`src/rtl/traffic_pkg.sv`:
```
// Shared types, lamp patterns and digit helpers for the two-way junction controller.
package traffic_pkg;

    typedef enum logic [2:0] {
        S_CLR, S_MG, S_MY, S_SG, S_SY, S_HOLD_M, S_HOLD_S, S_NIGHT
    } state_t;

    typedef enum logic [1:0] {
        M_NIGHT  = 2'b00,
        M_NORMAL = 2'b01,
        M_HOLD_M = 2'b10,
        M_HOLD_S = 2'b11
    } mode_t;

    // Lamp bus: [7]mainR [6]mainY [5]mainG [2]sideR [1]sideY [0]sideG
    localparam logic [7:0] LAMP_MG     = 8'h24;
    localparam logic [7:0] LAMP_MY     = 8'h44;
    localparam logic [7:0] LAMP_MY_OFF = 8'h04;
    localparam logic [7:0] LAMP_SG     = 8'h81;
    localparam logic [7:0] LAMP_SY     = 8'h82;
    localparam logic [7:0] LAMP_SY_OFF = 8'h80;
    localparam logic [7:0] LAMP_CLR    = 8'h84;
    localparam logic [7:0] LAMP_NIGHT  = 8'h42;
    localparam logic [7:0] LAMP_OFF    = 8'h00;

    localparam logic [3:0] CODE_D     = 4'hD;
    localparam logic [3:0] CODE_BLANK = 4'hF;

    function automatic logic [7:0] seg_lut(input logic [3:0] code);
        case (code)
            4'd0:    return 8'h3F;
            4'd1:    return 8'h06;
            4'd2:    return 8'h5B;
            4'd3:    return 8'h4F;
            4'd4:    return 8'h66;
            4'd5:    return 8'h6D;
            4'd6:    return 8'h7D;
            4'd7:    return 8'h07;
            4'd8:    return 8'h7F;
            4'd9:    return 8'h6F;
            CODE_D:  return 8'h5E;
            default: return 8'h00;
        endcase
    endfunction

    // Returns {tens, ones} for v in 0..99; ones is formed modulo 16 from the low nibble.
    function automatic logic [7:0] to_bcd(input logic [6:0] v);
        logic [3:0] t;
        t = '0;
        for (int unsigned i = 1; i < 10; i++) begin
            if (v >= 7'(i * 10)) t = 4'(i);
        end
        return {t, v[3:0] - t * 4'd10};
    endfunction

endpackage

```
`src/rtl/seg_scan4.sv`:
```
// Four-digit multiplexed 7-segment driver: rotating one-hot enable with matching segment pattern.
module seg_scan4
    import traffic_pkg::*;
(
    input  logic       clk,
    input  logic       rst,
    input  logic [3:0] code0,
    input  logic [3:0] code1,
    input  logic [3:0] code2,
    input  logic [3:0] code3,
    output logic [3:0] scan,
    output logic [7:0] dout
);

    logic [1:0] sel;
    logic [1:0] sel_n;
    logic [3:0] code_n;

    assign sel_n = sel + 2'd1;

    always_comb begin
        code_n = code0;
        case (sel_n)
            2'd0: code_n = code0;
            2'd1: code_n = code1;
            2'd2: code_n = code2;
            2'd3: code_n = code3;
            default: code_n = code0;
        endcase
    end

    always_ff @(posedge clk) begin
        if (!rst) begin
            sel  <= '0;
            scan <= 4'b0001;
            dout <= '0;
        end else begin
            sel  <= sel_n;
            scan <= 4'b0001 << sel_n;
            dout <= seg_lut(code_n);
        end
    end

endmodule

```
`src/rtl/traffic_ctrl_param.sv`:
```
// Main/side junction controller: 1 s prescaler, mode synchroniser, phase FSM and countdown display.
module traffic_ctrl_param
    import traffic_pkg::*;
#(
    parameter int unsigned CLK_HZ     = 1000,
    parameter int unsigned MAIN_GREEN = 30,
    parameter int unsigned SIDE_GREEN = 20,
    parameter int unsigned YELLOW     = 4,
    parameter int unsigned ALL_RED    = 1
) (
    input  logic       clk1khz,
    input  logic       rst,
    input  logic [1:0] mode,
    output logic [7:0] light,
    output logic [7:0] dout,
    output logic [3:0] scan
);

    localparam int unsigned PW   = $clog2(CLK_HZ);
    localparam logic [6:0]  MG_T = 7'(MAIN_GREEN);
    localparam logic [6:0]  SG_T = 7'(SIDE_GREEN);
    localparam logic [6:0]  YEL  = 7'(YELLOW);
    localparam logic [6:0]  AR_T = 7'(ALL_RED);

    logic [PW-1:0] pre;
    logic          tick;
    mode_t         m1, m2;
    state_t        state, state_n, next_go, go_n, go_sel;
    logic [6:0]    sec_cnt, sec_n;
    logic          to_clr;

    assign tick = (pre == PW'(CLK_HZ - 1));

    always_ff @(posedge clk1khz) begin
        if (!rst) begin
            pre     <= '0;
            m1      <= M_NORMAL;
            m2      <= M_NORMAL;
            state   <= S_CLR;
            sec_cnt <= AR_T;
            next_go <= S_MG;
        end else begin
            pre     <= tick ? '0 : pre + PW'(1);
            m1      <= mode_t'(mode);
            m2      <= m1;
            state   <= state_n;
            sec_cnt <= sec_n;
            next_go <= go_n;
        end
    end

    // The mode seen at clearance exit overrides the stored green target.
    function automatic state_t clr_exit(input mode_t m, input state_t go);
        case (m)
            M_NIGHT:  return S_NIGHT;
            M_HOLD_M: return S_HOLD_M;
            M_HOLD_S: return S_HOLD_S;
            default:  return go;
        endcase
    endfunction

    function automatic logic [6:0] load_for(input state_t s);
        case (s)
            S_MG:    return MG_T;
            S_SG:    return SG_T;
            default: return '0;
        endcase
    endfunction

    always_comb begin
        state_n = state;
        sec_n   = sec_cnt;
        go_n    = next_go;
        to_clr  = 1'b0;
        go_sel  = next_go;
        if (tick) begin
            case (state)
                S_CLR: begin
                    if (sec_cnt <= 7'd1) begin
                        state_n = clr_exit(m2, next_go);
                        sec_n   = load_for(state_n);
                    end else begin
                        sec_n = sec_cnt - 7'd1;
                    end
                end
                S_MG: begin
                    if (m2 == M_HOLD_M) state_n = S_HOLD_M;
                    else if (m2 != M_NORMAL || sec_cnt - 7'd1 == YEL) begin
                        state_n = S_MY;
                        sec_n   = YEL;
                    end else sec_n = sec_cnt - 7'd1;
                end
                S_MY: begin
                    if (m2 == M_HOLD_M) state_n = S_HOLD_M;
                    else if (sec_cnt <= 7'd1) begin
                        to_clr = 1'b1;
                        go_sel = S_SG;
                    end else sec_n = sec_cnt - 7'd1;
                end
                S_SG: begin
                    if (m2 == M_HOLD_S) state_n = S_HOLD_S;
                    else if (m2 != M_NORMAL || sec_cnt - 7'd1 == YEL) begin
                        state_n = S_SY;
                        sec_n   = YEL;
                    end else sec_n = sec_cnt - 7'd1;
                end
                S_SY: begin
                    if (m2 == M_HOLD_S) state_n = S_HOLD_S;
                    else if (sec_cnt <= 7'd1) begin
                        to_clr = 1'b1;
                        go_sel = S_MG;
                    end else sec_n = sec_cnt - 7'd1;
                end
                S_HOLD_M: begin
                    if (m2 != M_HOLD_M) begin
                        state_n = S_MY;
                        sec_n   = YEL;
                    end
                end
                S_HOLD_S: begin
                    if (m2 != M_HOLD_S) begin
                        state_n = S_SY;
                        sec_n   = YEL;
                    end
                end
                S_NIGHT: begin
                    if (m2 == M_NIGHT) sec_n = sec_cnt ^ 7'd1;
                    else begin
                        to_clr = 1'b1;
                        go_sel = S_MG;
                    end
                end
                default: state_n = S_CLR;
            endcase
            // Zero-length clearance resolves its exit in the same tick.
            if (to_clr) begin
                go_n = go_sel;
                if (ALL_RED == 0) begin
                    state_n = clr_exit(m2, go_sel);
                    sec_n   = load_for(state_n);
                end else begin
                    state_n = S_CLR;
                    sec_n   = AR_T;
                end
            end
        end
    end

    always_comb begin
        light = LAMP_CLR;
        case (state)
            S_MG, S_HOLD_M: light = LAMP_MG;
            S_MY:           light = sec_cnt[0] ? LAMP_MY : LAMP_MY_OFF;
            S_SG, S_HOLD_S: light = LAMP_SG;
            S_SY:           light = sec_cnt[0] ? LAMP_SY : LAMP_SY_OFF;
            S_NIGHT:        light = sec_cnt[0] ? LAMP_OFF : LAMP_NIGHT;
            default:        light = LAMP_CLR;
        endcase
    end

    logic [7:0] red_sum, go_bcd, red_bcd;
    logic [6:0] red_val;
    logic [3:0] c0, c1, c2, c3;

    assign red_sum = {1'b0, sec_cnt} + 8'(ALL_RED);
    assign red_val = (red_sum > 8'd99) ? 7'd99 : red_sum[6:0];
    assign go_bcd  = to_bcd(sec_cnt);
    assign red_bcd = to_bcd(red_val);

    always_comb begin
        {c3, c2, c1, c0} = {4{CODE_BLANK}};
        case (state)
            S_MG, S_MY:         {c3, c2, c1, c0} = {red_bcd, go_bcd};
            S_SG, S_SY:         {c3, c2, c1, c0} = {go_bcd, red_bcd};
            S_HOLD_M, S_HOLD_S: {c3, c2, c1, c0} = {4{CODE_D}};
            default:            {c3, c2, c1, c0} = {4{CODE_BLANK}};
        endcase
    end

    seg_scan4 u_scan (
        .clk   (clk1khz),
        .rst   (rst),
        .code0 (c0),
        .code1 (c1),
        .code2 (c2),
        .code3 (c3),
        .scan  (scan),
        .dout  (dout)
    );

endmodule

```
`config.mk`:
```
export PLATFORM = sky130hd
export DESIGN_NAME = traffic_ctrl_param
export DESIGN_NICKNAME = d
export VERILOG_FILES = /design/src/rtl/traffic_pkg.sv /design/src/rtl/seg_scan4.sv /design/src/rtl/traffic_ctrl_param.sv
export SDC_FILE = /design/constraint.sdc
export NUM_CORES = 1
export LEC_CHECK = 0
export CELL_PAD_IN_SITES_DETAIL_PLACEMENT = 1
export CELL_PAD_IN_SITES_GLOBAL_PLACEMENT = 2
export CORE_MARGIN = 2
export CORE_UTILIZATION = 32
export DETAILED_ROUTE_END_ITERATION = 6
export PLACE_DENSITY = 0.71
export RECOVER_POWER = 25
export SLEW_MARGIN = 10
export SYNTH_ARGS = -nofsm -noshare
export SYNTH_HDL_FRONTEND = slang
export SYNTH_HIERARCHICAL = 1
export SYNTH_SLANG_ARGS = --single-unit
```
`constraint.sdc`:
```
create_clock -name clk1khz -period 12.2 [get_ports clk1khz]
set_input_delay 3.66 -clock clk1khz [delete_from_list [all_inputs] [get_ports clk1khz]]
set_output_delay 3.66 -clock clk1khz [all_outputs]
set_load 0.01 [all_outputs]
```
==> impl_metrics.tcl <==
set metrics [dict create \
    finish.utilization_pct 36.0 \
    worstSetupPathType "flop to output port" \
    synth_compound_area_share_pct 32.1 \
    r2r_start "sec_cnt[0]$_SDFFE_PN1P_" \
    dieArea_sq_mm 0.0138 \
    hpwlAfterDp_um 9940 \
    drtAntennaViolNets 0 \
    drive_above_1_share_pct 6.81 \
    port-buffer-count 20 \
    netlist_instances 568 \
    syn_area_sq_mm 0.00413 \
    final_area_sq_mm 0.00454 \
    clockBufferDepth 2 \
    nets 586 \
    synth_top_family_by_area "compound AO/OA/AOI/OAI gates" \
    grt_max_degree 39 \
    antenna_found_initial 0 \
    via_per_inst 5.70 \
    rsz0062_at_grt "false" \
    num_antenna_cells 0 \
    dr_total_vias 4159 \
    yosys_warnings 13 \
    ys_ff_latch 38 \
    fin_cells 730 \
    crit_start "state[0]$_SDFFE_PN0P_" \
    synth_flop_cell "dfxtp_1" \
    timing.final.crit_share_pct 51.1 \
    finalHoldViolations 0 \
    cts.clk_slew.worst_paths_ns 0.06 \
    place_congestion 0.813 \
    endpoint_kind "output port" \
    htreeDepth 2 \
    endpoint "light[2]" \
    syn2layout_area_growth_pct 10.0 \
    synth_edf_count 0 \
    worstSetupStartpointType "flop" \
    p_total_mw 0.343 \
    report.final.setup_viol 0 \
    static-leakage-power_nw 1.71 \
    worstHoldStart "m1[0]$_SDFF_PN1_" \
    finalMaxSlewViolations 0 \
    ff2ff_setup_slack_ns 6.53 \
    worst_pin_slew_ns 1.16 \
    r2r-end "u_scan/dout[6]$_SDFF_PN0_" \
    grt_pass1_wl_um 22500 \
    fin_crit_ns 6.24 \
    setup_tns_ns 0 \
    slew-limit-headroom_pct 22.9 \
    cts_tree "built" \
    fp.dieW_um 118 \
    min_path_type "flop to flop" \
    worst-path-max-fanout 37 \
    synth-simple-area-share_pct 24.9 \
    yosysMostFrequentCell "nor2_1" \
    drc 0 \
    async_flop_share_pct 0 \
    worst_ep_required_time_ns 8.54 \
    dp_cells 723 \
    cts_hold_buf 0 \
    syn_avg_cell_area_sq_um 7.26 \
    ir_worst_vdd_mv 0.0430 \
    io-pin-count 24 \
    finalWirelength_um 13600 \
    yosysTopAreaCellShare_pct 18.4 \
    n_fill_cell 1605 \
    critPathArrivalTime_ns 2.58 \
    cts_root_buf "clkbuf_16" \
    die_h_um 118 \
    grt_overflow 0 \
    clk_latency_ns 0.29 \
    drt_iter0_drc 304 \
    maxCapViolCount 0 \
    grt_pass1_vias 4240 \
    synth.largest_area_cell "dfxtp_1" \
    postCtsResizedCells 0 \
    clock_skew_ns 0.00731 \
    rr_worst_depth 17 \
    rows 41 \
    synth.mux.area_fraction_pct 4.43 \
    synth_fa_ha_area_share_pct 7.89 \
    coreArea_sq_mm 0.0126 \
    outcome "finished, final reports clean" \
    synth_cell_types 85 \
    fmax_mhz 160 \
    postPlaceCellArea_sq_mm 0.00437 \
    drtPass1Iterations 4 \
    power.density_mw_per_mm2 75.6 \
    track_usage_pct 19.7 \
    cts_buffers 5 \
    post_cts_buffers 0 \
    routedWlPerCell_um 18.6 \
    synth.area.top_cells "dfxtp_1, ha_1, a21oi_1, nor2_1, nand2_1" \
    synth_seq_area_share_pct 18.4 \
    start_util_pct 32.7 \
    synth_common_cells "nor2_1, nand2_1, a21oi_1, dfxtp_1, o21ai_0" \
    synth-xor-area-share_pct 4.00 \
    cts_sinks 38 \
]
state kept, by name, summed over array words and instances (netlist names):
register	flops
pre	10
sec_cnt	7
u_scan/dout	7
u_scan/scan	4
state	3
m1	2
m2	2
u_scan/sel	2
next_go	1
cell families after synthesis:
family	Yosys count
compound gates	188
mux	17
fa+ha+maj	25
xor+xnor	18
flops	38
buf+inv	73
simple gates	207
other cells	2
how the worst min path moves through the flow:
stage,end,depth (start not counted)
final,m2[0]$_SDFF_PN1_,1
after global routing,m2[0]$_SDFF_PN1_,1
after CTS,m2[0]$_SDFF_PN1_,1
after detailed placement,m2[0]$_SDFF_PN1_,1
after global placement,m2[0]$_SDFF_PN1_,1
after floorplan,m2[0]$_SDFF_PN1_,1
cell usage in the layout, fill, tap and decap left out, drive strengths merged, types with 5 or more instances in the layout:
cell,netlist,final
a211oi,11,11
a21oi,49,49
a22oi,9,9
a31oi,6,6
and2,10,10
and3,9,9
buf,26,7
clkbuf,20,7
clkdlybuf4s50,0,19
dfxtp,38,38
ha,22,22
inv,26,26
mux2i,13,13
nand2,48,48
nand2b,13,13
nand3,11,11
nand4,5,5
nor2,61,61
nor2b,13,13
nor3,22,22
o211ai,6,6
o21ai,39,39
o221ai,7,7
o22ai,7,7
o31ai,5,5
xnor2,11,11
xor2,7,7
power by group:
part           switching [mW]  internal [mW]
clock network          0.0521          0.101
registers             0.00359          0.131
logic                  0.0300         0.0257
critical path, cell delays in order (launching register included):
cell	delay, ns
dfxtp_1	0.31
buf_4	0.35
inv_1	0.43
nor2_1	0.60
nor2_1	0.09
clkdlybuf4s50_1	0.50
metrics by stage:
step	hold WS, ns	worst slack (ns)
after floorplan	0.386	6.99
after global placement	0.394	6.35
after detailed placement	0.413	6.31
after CTS	0.428	5.98
after global routing	0.437	5.81
final	0.420	5.96
layer usage:
metal	vias up	share of wire, %	wire, um	global-route usage (%)
li1	2028	-	-	-
met2	58	47	6440	33.0
met5	-	0	0	0
met4	0	1.9	262	5.87
met1	2055	48	6550	26.5
met3	18	2.6	348	2.52
layout make-up:
| type | instances | area (sq um) | area share (%) |
|---|---|---|---|
| multi-input combinational | 458 | 3040 | 66.9 |
| sequential | 38 | 761 | 16.8 |
| timing repair buffer | 28 | 256 | 5.65 |
| tap | 172 | 215 | 4.74 |
| clock buffer | 6 | 139 | 3.06 |
| inverter | 27 | 101 | 2.23 |
| clock inverter | 1 | 30.0 | 0.662 |
Power figures use the tool's default switching activity.
